--- config.mk ---
export PLATFORM = sky130hd
export DESIGN_NAME = uart_rx_parity
export DESIGN_NICKNAME = d
export VERILOG_FILES = /design/src/rtl/uart_pkg.sv /design/src/rtl/sync_2ff.sv /design/src/rtl/uart_rx_parity.sv
export SDC_FILE = /design/constraint.sdc
export NUM_CORES = 1
export LEC_CHECK = 0
export ABC_AREA = 0
export CORE_UTILIZATION = 60
export CTS_CLUSTER_DIAMETER = 100
export DETAILED_ROUTE_END_ITERATION = 8
export DONT_BUFFER_PORTS = 1
export PLACE_DENSITY = 0.79
export SYNTH_ARGS = -nofsm -noshare
export SYNTH_HDL_FRONTEND = slang
export SYNTH_SLANG_ARGS = --single-unit
--- constraint.sdc ---
create_clock -name clk -period 1.8 [get_ports clk]
set_input_delay 0.36 -clock clk [delete_from_list [all_inputs] [get_ports clk]]
set_output_delay 0.36 -clock clk [all_outputs]
set_load 0.01 [all_outputs]
--- src/rtl/uart_pkg.sv ---
// Shared UART definitions: receiver state encoding, frame defaults, oversample rate.
package uart_pkg;

  localparam int unsigned OVERSAMPLE         = 16;
  localparam int unsigned DBIT_DEFAULT       = 8;
  localparam int unsigned SB_TICK_DEFAULT    = 16;
  localparam int unsigned PARITY_ODD_DEFAULT = 0;

  typedef enum logic [2:0] {
    ST_IDLE   = 3'd0,
    ST_START  = 3'd1,
    ST_DATA   = 3'd2,
    ST_PARITY = 3'd3,
    ST_STOP   = 3'd4
  } rx_state_e;

endpackage

--- src/rtl/sync_2ff.sv ---
// Two-flop synchronizer for a single asynchronous input with selectable reset value.
module sync_2ff #(
  parameter logic RST_VAL = 1'b1
) (
  input  logic clk,
  input  logic reset,
  input  logic d_i,
  output logic q_o
);

  logic meta_q;
  logic sync_q;

  // Two-stage capture; the second stage is the only one consumed downstream.
  always_ff @(posedge clk) begin
    if (reset) begin
      meta_q <= RST_VAL;
      sync_q <= RST_VAL;
    end else begin
      meta_q <= d_i;
      sync_q <= meta_q;
    end
  end

  assign q_o = sync_q;

endmodule

--- src/rtl/uart_rx_parity.sv ---
// UART receiver: start, DBIT data bits LSB-first, one parity bit, stop.
// Delivers every frame with a one-cycle done strobe plus parity/framing flags.
module uart_rx_parity
  import uart_pkg::*;
#(
  parameter int unsigned DBIT       = DBIT_DEFAULT,
  parameter int unsigned SB_TICK    = SB_TICK_DEFAULT,
  parameter int unsigned PARITY_ODD = PARITY_ODD_DEFAULT
) (
  input  logic            clk,
  input  logic            reset,
  input  logic            rx,
  input  logic            s_tick,
  output logic [DBIT-1:0] dout,
  output logic            rx_done_tick,
  output logic            parity_err,
  output logic            frame_err
);

  // Tick counter must reach SB_TICK-1 for 1.5/2 stop bits, so widen past 4 bits when needed.
  localparam int unsigned SW = (SB_TICK > OVERSAMPLE) ? $clog2(SB_TICK) : $clog2(OVERSAMPLE);
  localparam int unsigned NW = $clog2(DBIT);

  localparam logic [SW-1:0] S_MID      = SW'(OVERSAMPLE / 2 - 1);
  localparam logic [SW-1:0] S_LAST     = SW'(OVERSAMPLE - 1);
  localparam logic [SW-1:0] S_STOP     = SW'(SB_TICK - 1);
  localparam logic [NW-1:0] N_LAST     = NW'(DBIT - 1);
  localparam logic          PAR_ODD    = 1'(PARITY_ODD);

  logic            rx_s;
  rx_state_e       state_q, state_d;
  logic [SW-1:0]   s_q, s_d;
  logic [NW-1:0]   n_q, n_d;
  logic [DBIT-1:0] b_q, b_d;
  logic            p_q, p_d;
  logic [DBIT-1:0] dout_q, dout_d;
  logic            done_q, done_d;
  logic            perr_q, perr_d;
  logic            ferr_q, ferr_d;

  // Bring the idle-high serial line into the clk domain.
  sync_2ff #(
    .RST_VAL (1'b1)
  ) u_rx_sync (
    .clk   (clk),
    .reset (reset),
    .d_i   (rx),
    .q_o   (rx_s)
  );

  // State, datapath and registered outputs.
  always_ff @(posedge clk) begin
    if (reset) begin
      state_q <= ST_IDLE;
      s_q     <= '0;
      n_q     <= '0;
      b_q     <= '0;
      p_q     <= 1'b0;
      dout_q  <= '0;
      done_q  <= 1'b0;
      perr_q  <= 1'b0;
      ferr_q  <= 1'b0;
    end else begin
      state_q <= state_d;
      s_q     <= s_d;
      n_q     <= n_d;
      b_q     <= b_d;
      p_q     <= p_d;
      dout_q  <= dout_d;
      done_q  <= done_d;
      perr_q  <= perr_d;
      ferr_q  <= ferr_d;
    end
  end

  // Frame sequencing; each bit is sampled at the centre tick of its 16-tick window.
  always_comb begin
    state_d = state_q;
    s_d     = s_q;
    n_d     = n_q;
    b_d     = b_q;
    p_d     = p_q;
    dout_d  = dout_q;
    done_d  = 1'b0;
    perr_d  = perr_q;
    ferr_d  = ferr_q;

    unique case (state_q)
      ST_IDLE: begin
        if (!rx_s) begin
          state_d = ST_START;
          s_d     = '0;
        end
      end

      ST_START: begin
        if (s_tick) begin
          if (s_q == S_MID) begin
            if (rx_s) begin
              state_d = ST_IDLE;
            end else begin
              state_d = ST_DATA;
              s_d     = '0;
              n_d     = '0;
            end
          end else begin
            s_d = s_q + SW'(1);
          end
        end
      end

      ST_DATA: begin
        if (s_tick) begin
          if (s_q == S_LAST) begin
            s_d = '0;
            b_d = {rx_s, b_q[DBIT-1:1]};
            if (n_q == N_LAST) begin
              state_d = ST_PARITY;
            end else begin
              n_d = n_q + NW'(1);
            end
          end else begin
            s_d = s_q + SW'(1);
          end
        end
      end

      ST_PARITY: begin
        if (s_tick) begin
          if (s_q == S_LAST) begin
            p_d     = rx_s;
            s_d     = '0;
            state_d = ST_STOP;
          end else begin
            s_d = s_q + SW'(1);
          end
        end
      end

      ST_STOP: begin
        if (s_tick) begin
          if (s_q == S_STOP) begin
            state_d = ST_IDLE;
            dout_d  = b_q;
            perr_d  = (^b_q) ^ p_q ^ PAR_ODD;
            ferr_d  = ~rx_s;
            done_d  = 1'b1;
          end else begin
            s_d = s_q + SW'(1);
          end
        end
      end

      default: state_d = ST_IDLE;
    endcase
  end

  assign dout         = dout_q;
  assign rx_done_tick = done_q;
  assign parity_err   = perr_q;
  assign frame_err    = ferr_q;

endmodule

# Yosys cells after proc, flatten, opt, wreduce, memory -nomap -nowiden
# Cells that the tools add are included.
# totals
ff_bits,32
elab_cells,78
# classes
n_addsub,2
eq_ne,21
mux,28
bitwise_logic,4
n_reduce_logical,12
# op_table
op,n
3-bit two-way mux,16
4-bit two-way mux,7
"2-bit inequality test, second input constant",13
4-bit case mux with 4 select lines,1
3-bit case mux with 5 select lines,1
10-bit AND reduction,1
3-bit AND reduction,3
8-bit XOR reduction,1
7-bit AND reduction,1
"3-bit by 2-bit == test with 1-bit output, second input constant",2
"3-bit == test, second input constant",2
3-bit case mux with 2 select lines,1
5-bit AND reduction,1
"4-bit by 1-bit adder with 4-bit output, second input constant",1
"4-bit by 3-bit == test with 1-bit output, second input constant",1
"4-bit == test, second input constant",1
4-bit nonzero test,1
"3-bit by 1-bit adder with 3-bit output, second input constant",1
"3-bit by 1-bit == test with 1-bit output, second input constant",1
3-bit logical NOT,1
1-bit NOT,3
3-bit OR reduction,1
2-bit two-way mux,1
"2-bit by 1-bit inequality test with 1-bit output, second input constant",1
4 further kinds,4

# Logic depth before layout (Yosys ltp)
# Gate-level depths: netlist (run 1).
# logic_depth
ltp_word,5
mapped_depth,7

# Cells and area by module
# Synthesis (run 1) repeated with hierarchy kept, for this count alone.
# unflattened
cells_unflattened,159
area_unflattened_um2,1477.7
# by_module_without_submodules
mod,n_inst,cells_per_inst,area_per_inst_um2,seq_area_each_um2
uart_rx_parity,1,155,1425.1,600.6
sync_2ff,1,4,52.6,40.0

# Least setup slack after synthesis (run 1)
# Ideal clock, no wire load.
# synth_path
path_type,reg2reg
from,register s_q[0]
to,register p_q
setup_ns,0.128
arrival_ns,1.492
required_ns,1.672
setup_slack_ns,0.181
path_stages_with_launch,7
path_buffers,0
cell_sequence,dfxtp_1 ha_1 and2_2 nand3_4 or4_1 mux2i_1 nor2_1
# synth_between
elab_chain_len,2
# synth_rtl
element,line,rtl
start: declaration,uart_rx_parity.sv:32,"logic [SW-1:0] s_q, s_d;"
start signal: assignment,uart_rx_parity.sv:55,s_q <= '0;
start signal: assignment,uart_rx_parity.sv:65,s_q <= s_d;
4-bit == test,uart_rx_parity.sv:130,if (s_q == S_LAST) begin
3-bit AND reduction (no line),-,
end signal: assignment,uart_rx_parity.sv:68,p_q <= p_d;
end: declaration,uart_rx_parity.sv:35,"logic p_q, p_d;"
# Every way passes these cells.
# A chain may end at the register's enable or synchronous reset.

# Worst setup path after layout (run 1)
# layout_path
from,register s_q[1]
to,"register dout_q[6], in the netlist dout[6]"
# layout_between
elab_chain_len,2
# layout_rtl
element,line,rtl
4-bit == test,uart_rx_parity.sv:142,if (s_q == S_STOP) begin
3-bit AND reduction (no line),-,
end signal: assignment,uart_rx_parity.sv:69,dout_q <= dout_d;
end: declaration,uart_rx_parity.sv:36,"logic [DBIT-1:0] dout_q, dout_d;"
# Every way passes these cells.

==> results of run 1 <==
-- layer usage --
layer | vias up | wire [um] | global-route usage
met5 | - | 0 | 0
met4 | 0 | 51 | 0.110
met3 | 7 | 120 | 0.0812
met2 | 25 | 1190 | 0.335
met1 | 532 | 1250 | 0.292
li1 | 565 | - | -
-- layout make-up --
cell class,count,area [um^2],share of cell area
flip-flops and latches,32,642,0.398
clock buffers,8,58.8,0.0364
well taps,28,35.0,0.0217
repair buffers,4,30.0,0.0186
inverters,3,11.3,0.00698
multi-input cells,118,837,0.519
-- worst max path at each step --
stage,startpoint,to,slack (ps),cells past startpoint
finish,s_q[1],dout[6],120,7
global route,s_q[1],p_q,40,6
CTS,s_q[0],dout[6],40,7
detailed placement,s_q[0],p_q,50,6
global placement,s_q[0],p_q,140,6
floorplan,s_q[0],p_q,180,6
-- sequential cells by signal, summed over array words and instances, names as in the netlist --
signal and count:
s_q 4, rx_done_tick 1, dout 8, b_q 8, p_q 1, state_q 3, u_rx_sync.meta_q 1, parity_err 1
u_rx_sync.q_o 1, frame_err 1, n_q 3
-- metrics by stage --
step,hold WS [ps],util
after global placement,393,0.675
after detailed placement,398,0.675
final,86.2,0.703
after global routing,65.0,0.703
after floorplan,389,-
after CTS,73.6,0.701
-- timing repair --
action	4_1_cts	5_1_grt
buffers inserted	0	0
endpoints found under the setup margin	0	7
endpoints found under the hold margin	0	0
hold buffers	0	0
resized for setup	0	2
-- power groups by stage --
stage | combinational (W) | sequential, W | clock, W
after floorplan | 0.000262 | 0.000775 | 0
after global placement | 0.000298 | 0.000778 | 0
after detailed placement | 0.000306 | 0.000780 | 0
after CTS | 0.000308 | 0.000764 | 0.000425
after global routing | 0.000349 | 0.000772 | 0.000454
final | 0.000310 | 0.000766 | 0.000414
-- placed cells by master (no fill, tap or decap), drive strengths merged, types with 2 or more instances in the layout --
cell type | synthesis | final
or2 | 2 | 2
dfxtp | 32 | 32
ha | 3 | 3
nor3 | 4 | 4
nand2b | 5 | 5
nand3 | 7 | 7
a22oi | 3 | 3
xnor2 | 8 | 8
nand2 | 4 | 4
a21oi | 8 | 8
or4 | 2 | 2
inv | 3 | 3
nor2 | 30 | 30
o21ai | 4 | 4
clkbuf | 4 | 8
buf | 5 | 4
mux2i | 19 | 19
-- cells by family after synthesis --
| kind of cell | after synthesis | synth area share |
|---|---|---|
| AOI/OAI and AO/OA | 24 | 0.112 |
| xor gates and xnor gates | 10 | 0.0663 |
| adders and majority gates | 3 | 0.0246 |
| buffers and inverters | 12 | 0.0352 |
| DFF | 32 | 0.419 |
| muxes | 19 | 0.124 |
| and+or+nand+nor | 62 | 0.219 |
==> results.cfg, run 1 <==
[sta]
drv_slew = 0
maxSlewHeadroom = 0.723
rsz0062_at_grt = no
worst_pin_slew_ps = 404
setup_slack_ps = 117
tns_ps = 0
finalSetupViolCount = 0
finalHoldViolCount = 0
timing.final.crit_share = 0.935
clock.fmax_mhz = 594
finalCriticalPeriod_ps = 1680
skew_ps = 14.9

[power_and_ir_drop]
clkPwrFrac = 0.278
leakage_nw = 0.561
power_switching_w = 0.000430
power.internal_w = 0.00106
seqPwrFrac = 0.514
p_total_w = 0.00149
p_sw_frac = 0.288
p_per_area_mw_per_mm2 = 923
p_comb_frac = 0.208
irDropWorstVdd_v = 0.000578

[clock_tree]
cts_buffers = 5
clk_latency_ps = 330
clk_pin_slew_ps = 100
root_buffer = clkbuf_4
cts_buffer_depth = 2
htreeDepth = 2
tritoncts = yes
clock_sinks = 32

[route]
drtAntennaViolNets = 0
routed_wl_um = 2610
drtIter0Drc = 11
viasPerCell = 5.85
drt-pass1-iter-count = 4
drc_errors = 0
routedWlPerCell_um = 13.5
vias = 1129

[yosys]
synth_area_leader_cell = dfxtp_1
post-synth-top-count-cell = dfxtp_1
yosys_warnings = 0
ys_top_cells_by_area = dfxtp_1, mux2i_1, nor2_1, xnor2_1, a21oi_1
syn_area_per_cell_um2 = 9.44
syn_inst = 162
synth_seq_cells = 32
syn-num-nets = 169
yosys.area.top_type_share = 0.419
ys_seq_area_frac = 0.419
yosysUniqueCellTypes = 42
synth_edf_count = 0
syn_area_mm2 = 0.00153
ys_top_cells_by_count = dfxtp_1, nor2_1, mux2i_1
async_flop_share = 0
synthFlopType = dfxtp_1

[final_layout]
final_cells = 193
drive_above_1_share = 0.139
n_fill_cell = 186
design_area_mm2 = 0.00161
nets = 171
syn2layout_area_growth_pct = 5.56
n_antenna_cell = 0

[critical_path]
timing.rr.end = dout[6]
end_kind = flip-flop
path_class = reg -> reg
critPathBufInv = 1
cp_top_family = simple AND/OR/NAND/NOR gates
r2r.worst_path.cells = 7
worstPathCellList = ha_2 -> and2_2 -> nand3_4 -> nor2_1 -> buf_4 -> mux2i_1 -> nor2_1
r2r_start = s_q[1]
max_stage_delay_ps = 360
crit_required_ps = 2030
crit_path_max_fanout = 11
start_kind = flip-flop
cp_slowest_cell = dfxtp_1
cp_common_cell = nor2_1
reg2reg_slack_ps = 120
crit_arrival_ps = 1910

[place]
place_hpwl_um = 1840
pre_cts_ws_ps = 53.7
gp_congestion = 0.854
place_area_mm2 = 0.00155
placed_cells = 185
numPortBuffers = 0

[global_route]
grt_pass1_vias = 1025
grt.total_usage = 0.227
antenna_found_initial = 0
grt_pass1_wl_um = 4490
grt-ovfl-total = 0
grt_start_max_net_pins = 33

[run_status]
run_status = finished, final reports clean

[floorplan]
die_y_um = 52.5
core_mm2 = 0.00230
io-pin-count = 15
die_w_um = 52.5
fp-row-count = 17
die_area_mm2 = 0.00275
initial_core_util = 0.666

[worst_hold_path]
min_from = reset
hold-path-endpoint = n_q[0]
hold_class = in -> reg
holdPathStages = 1

[flow_run]
drv_cap = 0
Note: power is estimated with default switching activity, not from simulation.
==> run 2, diff against run 1 <==
SLEW_MARGIN = 40   (was default)
==> results of run 2 <==
Same layout as run 1: the final DEF is identical, and so are final timing and power.
